--- config.mk ---
export PLATFORM = sky130hd
export DESIGN_NAME = apb_spi_master_fifo
export DESIGN_NICKNAME = d
export VERILOG_FILES = /design/src/rtl/apb_spi_master_fifo.sv
export SDC_FILE = /design/constraint.sdc
export NUM_CORES = 1
export LEC_CHECK = 0
export BUFFER_PORTS_ARGS = -buffer_cell sky130_fd_sc_hd__buf_2
export CAP_MARGIN = 40
export CORE_ASPECT_RATIO = 1.4
export CORE_UTILIZATION = 66
export CTS_BUF_LIST = sky130_fd_sc_hd__clkbuf_4
export CTS_CLUSTER_SIZE = 10
export DETAILED_ROUTE_END_ITERATION = 16
export HOLD_SLACK_MARGIN = 0.03
export PLACE_DENSITY = 0.94
export SYNTH_ARGS = -nofsm -noshare
export SYNTH_HDL_FRONTEND = slang
export SYNTH_SLANG_ARGS = --single-unit
--- constraint.sdc ---
create_clock -name i_PCLK -period 8.4 [get_ports i_PCLK]
set_input_delay 1.68 -clock i_PCLK [delete_from_list [all_inputs] [get_ports i_PCLK]]
set_output_delay 1.68 -clock i_PCLK [all_outputs]
set_load 0.01 [all_outputs]
--- src/rtl/apb_spi_master_fifo.sv ---
// apb_spi_master_fifo
//   APB slave SPI master with TX/RX FIFOs, multi-frame bursts under one slave
//   select, all four SPI modes and sticky overflow flags.
//   Optional macro SPI_MASTER_IRQ_EN adds o_IRQ and the IRQ_MASK register at 0x2.
// Ports:
//   i_PCLK, i_PRESETn        clock, synchronous active-low reset
//   i_PSEL..i_PWDATA         APB request; i_BASE_ADDR matched against i_PADDR[15:6]
//   o_PRDATA, o_PREADY       APB response (combinational read data, no wait states)
//   o_SCK, o_MOSI, i_MISO    SPI bus, MSB first
//   o_SS                     active-low slave selects
//   o_IRQ                    registered interrupt (only with SPI_MASTER_IRQ_EN)
module apb_spi_master_fifo #(
  parameter int DATA_W     = 8,
  parameter int FIFO_DEPTH = 4,
  parameter int NUM_SS     = 4
) (
  input  logic              i_PCLK,
  input  logic              i_PRESETn,
  input  logic              i_PSEL,
  input  logic              i_PENABLE,
  input  logic              i_PWRITE,
  input  logic [15:0]       i_PADDR,
  input  logic [DATA_W-1:0] i_PWDATA,
  input  logic [9:0]        i_BASE_ADDR,
  output logic [DATA_W-1:0] o_PRDATA,
  output logic              o_PREADY,
  output logic              o_SCK,
  output logic              o_MOSI,
  input  logic              i_MISO,
  output logic [NUM_SS-1:0] o_SS
`ifdef SPI_MASTER_IRQ_EN
  ,
  output logic              o_IRQ
`endif
);
  localparam int AW = $clog2(FIFO_DEPTH);
  localparam int EW = $clog2(2 * DATA_W);

  typedef enum logic [1:0] {IDLE, LEAD, XFER, GAP} state_t;

  state_t            state_q, state_d;
  logic [5:0]        cfg_q, cfg_d, shd_q, shd_d;
  logic [DATA_W-1:0] tx_mem_q [FIFO_DEPTH];
  logic [DATA_W-1:0] tx_mem_d [FIFO_DEPTH];
  logic [DATA_W-1:0] rx_mem_q [FIFO_DEPTH];
  logic [DATA_W-1:0] rx_mem_d [FIFO_DEPTH];
  logic [AW:0]       tx_wp_q, tx_wp_d, tx_rp_q, tx_rp_d;
  logic [AW:0]       rx_wp_q, rx_wp_d, rx_rp_q, rx_rp_d;
  logic              tx_ovf_q, tx_ovf_d, rx_ovf_q, rx_ovf_d;
  logic [3:0]        div_cnt_q, div_cnt_d;
  logic [EW-1:0]     edge_q, edge_d;
  logic [DATA_W-1:0] tsh_q, tsh_d, rsh_q, rsh_d;
  logic              sck_q, sck_d, mosi_q, mosi_d;

  // APB decode; accesses act only in the enable phase
  logic       acc, wr, rd;
  logic [3:0] off;
  assign acc = i_PSEL && (i_PADDR[15:6] == i_BASE_ADDR) && i_PENABLE;
  assign wr  = acc && i_PWRITE;
  assign rd  = acc && !i_PWRITE;
  assign off = i_PADDR[5:2];

  logic busy, tx_empty, tx_full, rx_empty, rx_full;
  assign busy     = (state_q != IDLE);
  assign tx_empty = (tx_wp_q == tx_rp_q);
  assign rx_empty = (rx_wp_q == rx_rp_q);
  assign tx_full  = (tx_wp_q[AW] != tx_rp_q[AW]) && (tx_wp_q[AW-1:0] == tx_rp_q[AW-1:0]);
  assign rx_full  = (rx_wp_q[AW] != rx_rp_q[AW]) && (rx_wp_q[AW-1:0] == rx_rp_q[AW-1:0]);

  logic [DATA_W-1:0] tx_head, rx_head;
  assign tx_head = tx_mem_q[tx_rp_q[AW-1:0]];
  assign rx_head = rx_mem_q[rx_rp_q[AW-1:0]];

  logic cmd_start, cmd_flush, flush, status_rd;
  assign cmd_start = wr && (off == 4'd3) && i_PWDATA[1];
  assign cmd_flush = wr && (off == 4'd3) && i_PWDATA[0];
  assign flush     = cmd_flush && !busy;
  assign status_rd = rd && (off == 4'd0);

  // While busy all timing comes from the shadow, so CONFIG writes mid-burst
  // only land on the next START.
  logic half_last;
  assign half_last = (div_cnt_q == ((4'd1 << shd_q[1:0]) - 4'd1));

  logic              tx_pop, rx_push, enter_lead, done_evt;
  logic [DATA_W-1:0] rx_frame;

  always_comb begin
    state_d    = state_q;
    shd_d      = shd_q;
    div_cnt_d  = div_cnt_q;
    edge_d     = edge_q;
    tsh_d      = tsh_q;
    rsh_d      = rsh_q;
    sck_d      = sck_q;
    mosi_d     = mosi_q;
    tx_pop     = 1'b0;
    rx_push    = 1'b0;
    rx_frame   = '0;
    enter_lead = 1'b0;
    done_evt   = 1'b0;
    case (state_q)
      IDLE: begin
        sck_d = cfg_q[5];
        if (cmd_start && !cmd_flush && !tx_empty) begin
          shd_d      = cfg_q;
          enter_lead = 1'b1;
        end
      end
      LEAD: begin
        div_cnt_d = div_cnt_q + 4'd1;
        if (half_last) begin
          div_cnt_d = '0;
          edge_d    = '0;
          state_d   = XFER;
        end
      end
      XFER: begin
        div_cnt_d = div_cnt_q + 4'd1;
        if (half_last) begin
          div_cnt_d = '0;
          sck_d     = ~sck_q;
          edge_d    = edge_q + 1'b1;
          // even edge index = leading edge; sample when leading XOR CPHA
          if (!edge_q[0] ^ shd_q[4]) begin
            rsh_d = {rsh_q[DATA_W-2:0], i_MISO};
          end else begin
            mosi_d = shd_q[4] ? tsh_q[DATA_W-1] : tsh_q[DATA_W-2];
            tsh_d  = tsh_q << 1;
          end
          if (edge_q == EW'(2 * DATA_W - 1)) begin
            rx_push  = 1'b1;
            rx_frame = rsh_d;
            edge_d   = '0;
            state_d  = GAP;
          end
        end
      end
      GAP: begin
        div_cnt_d = div_cnt_q + 4'd1;
        if (half_last) begin
          div_cnt_d = '0;
          if (!tx_empty) begin
            enter_lead = 1'b1;
          end else begin
            state_d  = IDLE;
            done_evt = 1'b1;
          end
        end
      end
      default: state_d = IDLE;
    endcase
    // Frame load is shared by START and burst continuation out of GAP.
    if (enter_lead) begin
      state_d   = LEAD;
      div_cnt_d = '0;
      tx_pop    = 1'b1;
      tsh_d     = tx_head;
      sck_d     = shd_d[5];
      if (!shd_d[4]) mosi_d = tx_head[DATA_W-1];
    end
  end

  // FIFO bookkeeping; a same-cycle pop frees the slot a full-FIFO push needs
  logic tx_push_req, tx_push, rx_pop, rx_push_ok;
  assign tx_push_req = wr && (off == 4'd1);
  assign tx_push     = tx_push_req && (!tx_full || tx_pop);
  assign rx_pop      = rd && (off == 4'd1) && !rx_empty;
  assign rx_push_ok  = rx_push && (!rx_full || rx_pop);

  always_comb begin
    tx_mem_d = tx_mem_q;
    rx_mem_d = rx_mem_q;
    if (tx_push)    tx_mem_d[tx_wp_q[AW-1:0]] = i_PWDATA;
    if (rx_push_ok) rx_mem_d[rx_wp_q[AW-1:0]] = rx_frame;
    tx_wp_d  = tx_wp_q + {{AW{1'b0}}, tx_push};
    tx_rp_d  = tx_rp_q + {{AW{1'b0}}, tx_pop};
    rx_wp_d  = rx_wp_q + {{AW{1'b0}}, rx_push_ok};
    rx_rp_d  = rx_rp_q + {{AW{1'b0}}, rx_pop};
    tx_ovf_d = tx_ovf_q;
    rx_ovf_d = rx_ovf_q;
    if (status_rd || flush) begin
      tx_ovf_d = 1'b0;
      rx_ovf_d = 1'b0;
    end
    // a new overflow in the reading cycle survives the clear
    if (tx_push_req && tx_full && !tx_pop) tx_ovf_d = 1'b1;
    if (rx_push && rx_full && !rx_pop)     rx_ovf_d = 1'b1;
    if (flush) begin
      tx_wp_d = '0;
      tx_rp_d = '0;
      rx_wp_d = '0;
      rx_rp_d = '0;
    end
    cfg_d = cfg_q;
    if (wr && (off == 4'd0)) cfg_d = i_PWDATA[5:0];
  end

`ifdef SPI_MASTER_IRQ_EN
  logic [2:0] irq_mask_q, irq_mask_d;
  logic       done_q, done_d, irq_q, irq_d;
  always_comb begin
    irq_mask_d = irq_mask_q;
    if (wr && (off == 4'd2)) irq_mask_d = i_PWDATA[2:0];
    done_d = done_q;
    if (status_rd) done_d = 1'b0;
    if (done_evt)  done_d = 1'b1;
    irq_d = |(irq_mask_q & {tx_ovf_q | rx_ovf_q, !rx_empty, done_q});
  end
  always_ff @(posedge i_PCLK) begin
    if (!i_PRESETn) begin
      irq_mask_q <= '0;
      done_q     <= 1'b0;
      irq_q      <= 1'b0;
    end else begin
      irq_mask_q <= irq_mask_d;
      done_q     <= done_d;
      irq_q      <= irq_d;
    end
  end
  assign o_IRQ = irq_q;
  logic unused_ok;
  assign unused_ok = ^i_PADDR[1:0];
`else
  logic unused_ok;
  assign unused_ok = ^{i_PADDR[1:0], done_evt};
`endif

  logic [7:0] status;
  assign status = {1'b0, rx_ovf_q, tx_ovf_q, rx_full, rx_empty, tx_full, tx_empty, busy};

  always_comb begin
    o_PRDATA = '0;
    if (rd) begin
      case (off)
        4'd0: o_PRDATA = DATA_W'(status);
        4'd1: o_PRDATA = rx_empty ? '0 : rx_head;
`ifdef SPI_MASTER_IRQ_EN
        4'd2: o_PRDATA = DATA_W'(irq_mask_q);
`endif
        default: o_PRDATA = '0;
      endcase
    end
  end

  always_comb begin
    o_SS = '1;
    for (int i = 0; i < NUM_SS; i++)
      if (busy && (shd_q[3:2] == i[1:0])) o_SS[i] = 1'b0;
  end

  assign o_PREADY = 1'b1;
  assign o_SCK    = sck_q;
  assign o_MOSI   = mosi_q;

  always_ff @(posedge i_PCLK) begin
    if (!i_PRESETn) begin
      state_q   <= IDLE;
      cfg_q     <= '0;
      shd_q     <= '0;
      tx_wp_q   <= '0;
      tx_rp_q   <= '0;
      rx_wp_q   <= '0;
      rx_rp_q   <= '0;
      tx_ovf_q  <= 1'b0;
      rx_ovf_q  <= 1'b0;
      div_cnt_q <= '0;
      edge_q    <= '0;
      tsh_q     <= '0;
      rsh_q     <= '0;
      sck_q     <= 1'b0;
      mosi_q    <= 1'b0;
    end else begin
      state_q   <= state_d;
      cfg_q     <= cfg_d;
      shd_q     <= shd_d;
      tx_wp_q   <= tx_wp_d;
      tx_rp_q   <= tx_rp_d;
      rx_wp_q   <= rx_wp_d;
      rx_rp_q   <= rx_rp_d;
      tx_ovf_q  <= tx_ovf_d;
      rx_ovf_q  <= rx_ovf_d;
      div_cnt_q <= div_cnt_d;
      edge_q    <= edge_d;
      tsh_q     <= tsh_d;
      rsh_q     <= rsh_d;
      sck_q     <= sck_d;
      mosi_q    <= mosi_d;
    end
  end

  // storage carries no reset; pointers alone define the contents
  always_ff @(posedge i_PCLK) begin
    tx_mem_q <= tx_mem_d;
    rx_mem_q <= rx_mem_d;
  end

endmodule
==> results of run 1 <==
==> cell type report <==
| cell class | instances | area share, % |
|---|---|---|
| Clock buffer | 18 | 2.21 |
| Clock inverter | 14 | 2.62 |
| Inverter | 10 | 0.614 |
| Multi-Input combinational cell | 292 | 38.5 |
| Sequential cell | 118 | 49.1 |
| Tap cell | 102 | 2.09 |
| Timing Repair Buffer | 57 | 4.87 |
==> power by group <==
part           switching, mW  internal, mW
Sequential           0.00882         0.609
Combinational         0.0648        0.0400
Clock                  0.210         0.206
==> worst max-delay path: stages <==
cell	delay, ps
sky130_fd_sc_hd__buf_2	100
sky130_fd_sc_hd__xor2_1	150
sky130_fd_sc_hd__nor3_1	530
sky130_fd_sc_hd__nand3_1	170
sky130_fd_sc_hd__or3_1	520
sky130_fd_sc_hd__o2bb2ai_1	260
sky130_fd_sc_hd__buf_2	170
==> flip-flops by register name (all words and copies together), names as in the netlist, 4 cells and up <==
register   cells
tsh_q          8
edge_q         4
div_cnt_q      4
cfg_q          6
rx_mem_q      32
shd_q          6
rsh_q          8
tx_mem_q      32
==> per-layer routing <==
metal | share of wire, % | global-route usage [%] | vias to the layer above
met5 | 0 | 0 | -
met4 | 4.9 | 18.4 | 0
met3 | 6.6 | 7.63 | 54
met2 | 52 | 52.0 | 192
met1 | 36 | 30.0 | 1824
li1 | - | - | 1737
==> how the worst max path moves through the flow <==
| stage | depth (start not counted) | end | start |
|---|---|---|---|
| 2_1_floorplan | 6 | o_PRDATA[0] | i_BASE_ADDR[9] |
| 3_5_place_dp | 7 | o_PRDATA[5] | i_BASE_ADDR[3] |
| 5_1_grt | 7 | o_PRDATA[5] | i_BASE_ADDR[3] |
| 3_3_place_gp | 7 | o_PRDATA[5] | i_BASE_ADDR[3] |
| 6_report | 7 | o_PRDATA[5] | i_BASE_ADDR[3] |
| 4_1_cts | 7 | o_PRDATA[5] | i_BASE_ADDR[3] |
==> through the flow <==
| step | setup WS [ps] | cells | power, mW | area (um^2) |
|---|---|---|---|---|
| after detailed placement | 3160 | 579 | 0.730 | 5820 |
| final | 3140 | 611 | 1.14 | 6110 |
| after floorplan | 3660 | 436 | 0.699 | 5480 |
| after global routing | 3050 | 611 | 1.18 | 6110 |
| after CTS | 3160 | 611 | 1.14 | 6110 |
| after global placement | 3250 | 578 | 0.724 | 5810 |
==> cells in the mapped netlist (7+ instances only) <==
master / instances / area [um^2]
sky130_fd_sc_hd__and2_1: 12 / 75.1
sky130_fd_sc_hd__mux2i_1: 28 / 280
sky130_fd_sc_hd__dfxtp_1: 54 / 1080
sky130_fd_sc_hd__nor2b_1: 22 / 138
sky130_fd_sc_hd__clkbuf_1: 7 / 26.3
sky130_fd_sc_hd__nand2_1: 30 / 113
sky130_fd_sc_hd__a21oi_1: 21 / 105
sky130_fd_sc_hd__nor3b_1: 7 / 52.6
sky130_fd_sc_hd__mux4_2: 16 / 360
sky130_fd_sc_hd__nor3_1: 8 / 40.0
sky130_fd_sc_hd__xnor2_1: 8 / 70.1
sky130_fd_sc_hd__inv_1: 8 / 30.0
sky130_fd_sc_hd__nor2_1: 19 / 71.3
sky130_fd_sc_hd__o21ai_0: 10 / 50.1
sky130_fd_sc_hd__xor2_1: 14 / 123
sky130_fd_sc_hd__o2bb2ai_1: 7 / 61.3
sky130_fd_sc_hd__edfxtp_1: 64 / 1920
sky130_fd_sc_hd__ha_1: 15 / 188
sky130_fd_sc_hd__o21ai_1: 8 / 40.0
==> cells by family (layout without fill, tap and decap cells) <==
kind of cell / count (synthesis) / in the layout
AND/OR/NAND/NOR: 138 / 138
adder cells (fa/ha/maj): 15 / 15
buffers and inverters: 26 / 99
flip-flops: 118 / 118
AO/OA/AOI/OAI: 71 / 71
multiplexers: 45 / 45
other: 1 / 1
XOR/XNOR: 22 / 22
==> impl_metrics.tcl, run 1 <==
set metrics [dict create \
    status "finished, final reports clean" \
    rsz0062_at_grt "false" \
    via_count 3807 \
    main_combinational_cell_family_by_area_after_synthesis "simple AND/OR/NAND/NOR gates" \
    multiInputGateArea_mm2 0.00235 \
    worstHoldPathCells 2 \
    asyncSetResetFlopFracSynth_pct 0 \
    timing.final.crit_share_pct 62.6 \
    setup.reg_to_reg.worst_slack_ps 5340 \
    num_cts_buffers 17 \
    setup-tns-final_ps 0 \
    grt_first_pass_wirelength_um 18200 \
    cts_setup_buffers 0 \
    die-area_mm2 0.00868 \
    tritoncts "done" \
    htree_levels 4 \
    longest_clk_path_bufs 2 \
    final_layout_size_suffix_gt1_share_pct 23.6 \
    syn-num-nets 491 \
    dp.final_hpwl_um 8350 \
    number_of_rows_in_the_core_area 39 \
    floorplan.io_pins 55 \
    die_h_um 110 \
    synth_xor_xnor_area_share_pct 3.51 \
    maximum_operating_frequency_ghz 0.190 \
    routedWlPerCell_um 19.0 \
    ant_nets 0 \
    coreArea_mm2 0.00810 \
    finalHoldWorstSlack_ps 496 \
    routed_via_density 6.23 \
    synth_simple_gate_area_share_pct 15.0 \
    detail_route.drc_violations 0 \
    clock_latency_ps 530 \
    drt_iter0_drc 376 \
    criticalPathCategory "in2out" \
    drtPass1Iterations 6 \
    seq_area_frac_synth_pct 54.8 \
    postRouteWirelength_um 11600 \
    syn_area_mm2 0.00548 \
    worst_r2r_startpoint "tx_rp_q[0]" \
    required_ps 6720 \
    synth_top_flop_cell "sky130_fd_sc_hd__edfxtp_1" \
    worstSetupStartpointType "input pin" \
    syn_area_per_cell_um2 12.6 \
    finalCriticalPeriod_ps 5260 \
    pin_count_of_the_biggest_net_entering_global_routing 42 \
    regToRegEndpoint "tx_mem_q[26]" \
    utilization_pct 75.5 \
    power.density_mw_per_mm2 186 \
    syn-instance-count 436 \
    total_track_usage_pct 29.1 \
    setup_viol 0 \
    worst_setup_hold_path_clk_slew_ps 110 \
    synth-edff-count 64 \
    layout.filler_cells 516 \
    arrival_ps 3580 \
    synth_compound_gate_area_share_pct 9.03 \
    maxCapViolations 0 \
    postSynthRegisterBits 118 \
    report.final.slew_viol_count 0 \
    critical_path_peak_fanout 7 \
    num_antenna_cells 0 \
    hold_path.startpoint "cfg_q[1]" \
    static-leakage-power_nw 2.14 \
    grt_antenna_before_repair 0 \
    initial_core_util_pct 67.7 \
    final_cell_mix "sky130_fd_sc_hd__edfxtp_1, sky130_fd_sc_hd__dfxtp_1, sky130_fd_sc_hd__buf_2, sky130_fd_sc_hd__nand2_1, sky130_fd_sc_hd__mux2i_1" \
    final_common_cell "sky130_fd_sc_hd__edfxtp_1" \
    worst_setup_path_end_kind "output port" \
    finalHoldViolations 0 \
    max_slew.worst_pin.slew_ps 819 \
    layout.area.seq_mm2 0.00300 \
    routabilityCongestion 0.881 \
    cts.sinks 118 \
    post_synth_mux_area_share_pct 11.9 \
    io_buffers 51 \
    die_x_um 79.0 \
    synth_warnings 0 \
    cts.repair.resized 0 \
    hold-path-endpoint "shd_q[1]" \
    hp-class "reg2reg" \
    nNetsFinal 551 \
    cts.hold.buffers_added 0 \
    number_of_cells_traversed_by_the_worst_register_to_register_path 6 \
    worst_ir_drop_vdd_mv 0.218 \
    timing.clock.skew_ps 14.4 \
    root_buffer "sky130_fd_sc_hd__clkbuf_4" \
    yosys.cell_types.count 61 \
    area_delta_synth_final_pct 11.5 \
    relSlewSlack_pct 45.0 \
    grt_pass1_vias 3790 \
    synthAdderAreaFrac_pct 3.42 \
    grt_residual_overflow 0 \
]
(Power assumes the default switching activity.)
==> run 2, diff against run 1 <==
- CORE_UTILIZATION: 66 -> 61
- PLACE_DENSITY: 0.94 -> 0.88
- clock period: 8.4 -> 5 ns (I/O delays scaled with it)
==> run 2 against run 1 <==
  * Cell count up 0.49%
  * Design area decreased by 0.43%
  * Clock-buffer cell count is 3 higher
  * Sequential cell count unchanged
  * Utilization shrank 5.2 points
  * Hold slack got worse by 25 ps
  * Combinational power rose by 59%
  * Setup slack got worse by 2000 ps
  * Sequential share of layout area increased by 0.21 points
  * Die area up 8.0%
  * First-iteration DRC count down 50%
  * Highest routed layer unchanged
  * Largest power group unchanged
==> impl_metrics.tcl, run 2 (same netlist as run 1, synthesis figures left out) <==
set metrics [dict create \
    status "finished, final reports clean" \
    critical_path_peak_fanout 7 \
    timing.final.crit_share_pct 77.1 \
    finalCriticalPeriod_ps 3850 \
    path_common_cell "sky130_fd_sc_hd__buf_2" \
    static-leakage-power_nw 2.12 \
    die_h_um 114 \
    via_count 3608 \
    die_x_um 82.1 \
    final_common_cell "sky130_fd_sc_hd__edfxtp_1" \
    worstHoldPathCells 2 \
    total_track_usage_pct 25.7 \
    arrival_ps 2850 \
    num_antenna_cells 0 \
    relSlewSlack_pct 51.1 \
    cts_setup_buffers 0 \
    report.final.slew_viol_count 0 \
    final_layout_size_suffix_gt1_share_pct 23.6 \
    worst_r2r_startpoint "tx_rp_q[0]" \
    worst_setup_path_end_kind "output port" \
    root_buffer "sky130_fd_sc_hd__clkbuf_4" \
    worstSetupStartpointType "input pin" \
    finalHoldViolations 0 \
    routedWlPerCell_um 17.4 \
    routabilityCongestion 0.861 \
    htree_levels 4 \
    pin_count_of_the_biggest_net_entering_global_routing 42 \
    nNetsFinal 551 \
    critical-path-slowest-cell "sky130_fd_sc_hd__or3_1" \
    detailed_place.area_mm2 0.00583 \
    grt_residual_overflow 0 \
    number_of_cells_traversed_by_the_worst_register_to_register_path 10 \
    power.density_mw_per_mm2 301 \
    tritoncts "done" \
    setup.reg_to_reg.worst_slack_ps 2130 \
    worst_setup_hold_path_clk_slew_ps 110 \
    grt_first_pass_wirelength_um 17200 \
    layout_top_registers "rx_mem_q: 32 flops, tx_mem_q: 32 flops" \
    detail_route.drc_violations 0 \
    cts.sinks 118 \
    clock_latency_ps 520 \
    hold_path.startpoint "cfg_q[0]" \
    final_cell_mix "sky130_fd_sc_hd__edfxtp_1, sky130_fd_sc_hd__dfxtp_1, sky130_fd_sc_hd__buf_2, sky130_fd_sc_hd__nand2_1, sky130_fd_sc_hd__mux2i_1" \
    hp-class "reg2reg" \
    setup-tns-final_ps 0 \
    maxCapViolations 0 \
    cts.repair.resized 0 \
    drtPass1Iterations 5 \
    floorplan.io_pins 55 \
    rsz0062_at_grt "false" \
    ant_nets 0 \
    hold-path-endpoint "shd_q[0]" \
    initial_core_util_pct 63.3 \
    area_delta_synth_final_pct 11.0 \
    num_cts_buffers 17 \
    cts.hold.buffers_added 0 \
    regToRegEndpoint "tx_wp_q[2]" \
    setup_viol 0 \
    max_slew.worst_pin.slew_ps 732 \
    drt_iter0_drc 187 \
    criticalPathCategory "in2out" \
    required_ps 4000 \
    worst_ir_drop_vdd_mv 0.260 \
    routed_via_density 5.88 \
    finish.instance_area_mm2 0.00609 \
    number_of_rows_in_the_core_area 40 \
    die-area_mm2 0.00938 \
    maximum_operating_frequency_ghz 0.260 \
    timing.clock.skew_ps 14.5 \
    layout.filler_cells 580 \
    longest_clk_path_bufs 2 \
    max_stage_delay_ps 510 \
    postRouteWirelength_um 10700 \
    io_buffers 51 \
    coreArea_mm2 0.00866 \
    grt_pass1_vias 3617 \
    utilization_pct 70.3 \
    timing.critical_path.cells "buf_2 -> xor2_1 -> nor3_1 -> nand3_1 -> or3_1 -> o2bb2ai_1 -> buf_2" \
    dp.final_hpwl_um 7710 \
    grt_antenna_before_repair 0 \
]
run 2: worst max-delay path, delay by kind of cell:
| family | cells | cell delay (ps) |
|---|---|---|
| simple gates | 3 | 1170 |
| xor+xnor | 1 | 150 |
| compound gates | 1 | 260 |
| buf+inv | 2 | 270 |
run 2: layout make-up:
class / instances / area, um^2 / area share [%]
Clock buffer: 21 / 158 / 2.59
Clock inverter: 11 / 105 / 1.73
Timing Repair Buffer: 57 / 300 / 4.93
Inverter: 10 / 37.5 / 0.617
Multi-Input combinational cell: 292 / 2350 / 38.7
Sequential cell: 118 / 3000 / 49.3
Tap cell: 105 / 131 / 2.16
run 2: layer usage:
layer	GRT usage, %	share of wire [%]	vias to the layer above
li1	-	-	1736
met1	29.3	40	1731
met2	42.8	53	117
met3	7.73	4.2	24
met4	12.7	3.2	0
met5	0	0	-
run 2: stage by stage:
step / total power [mW] / instances / hold WS, ps / worst slack (ps)
after floorplan: 1.17 / 436 / 443 / 1620
after CTS: 1.83 / 614 / 477 / 1170
after global placement: 1.22 / 582 / 465 / 1220
after detailed placement: 1.22 / 582 / 456 / 1170
after global routing: 1.90 / 614 / 504 / 1070
final: 1.83 / 614 / 471 / 1150
run 2: worst max path at each step:
stage / from / end / slack (ps) / cells after the start
finish: i_BASE_ADDR[3] / o_PRDATA[1] / 1150 / 7
global route: i_BASE_ADDR[3] / o_PRDATA[0] / 1070 / 7
CTS: i_BASE_ADDR[3] / o_PRDATA[0] / 1170 / 7
detailed placement: i_BASE_ADDR[3] / o_PRDATA[0] / 1170 / 7
global placement: i_BASE_ADDR[3] / o_PRDATA[1] / 1220 / 7
floorplan: i_BASE_ADDR[9] / o_PRDATA[0] / 1620 / 6
run 2: where the power goes:
group / internal, mW / switching, mW
clock network: 0.269 / 0.359
registers: 1.02 / 0.0130
logic: 0.0671 / 0.0997
total: 1.36 / 0.472
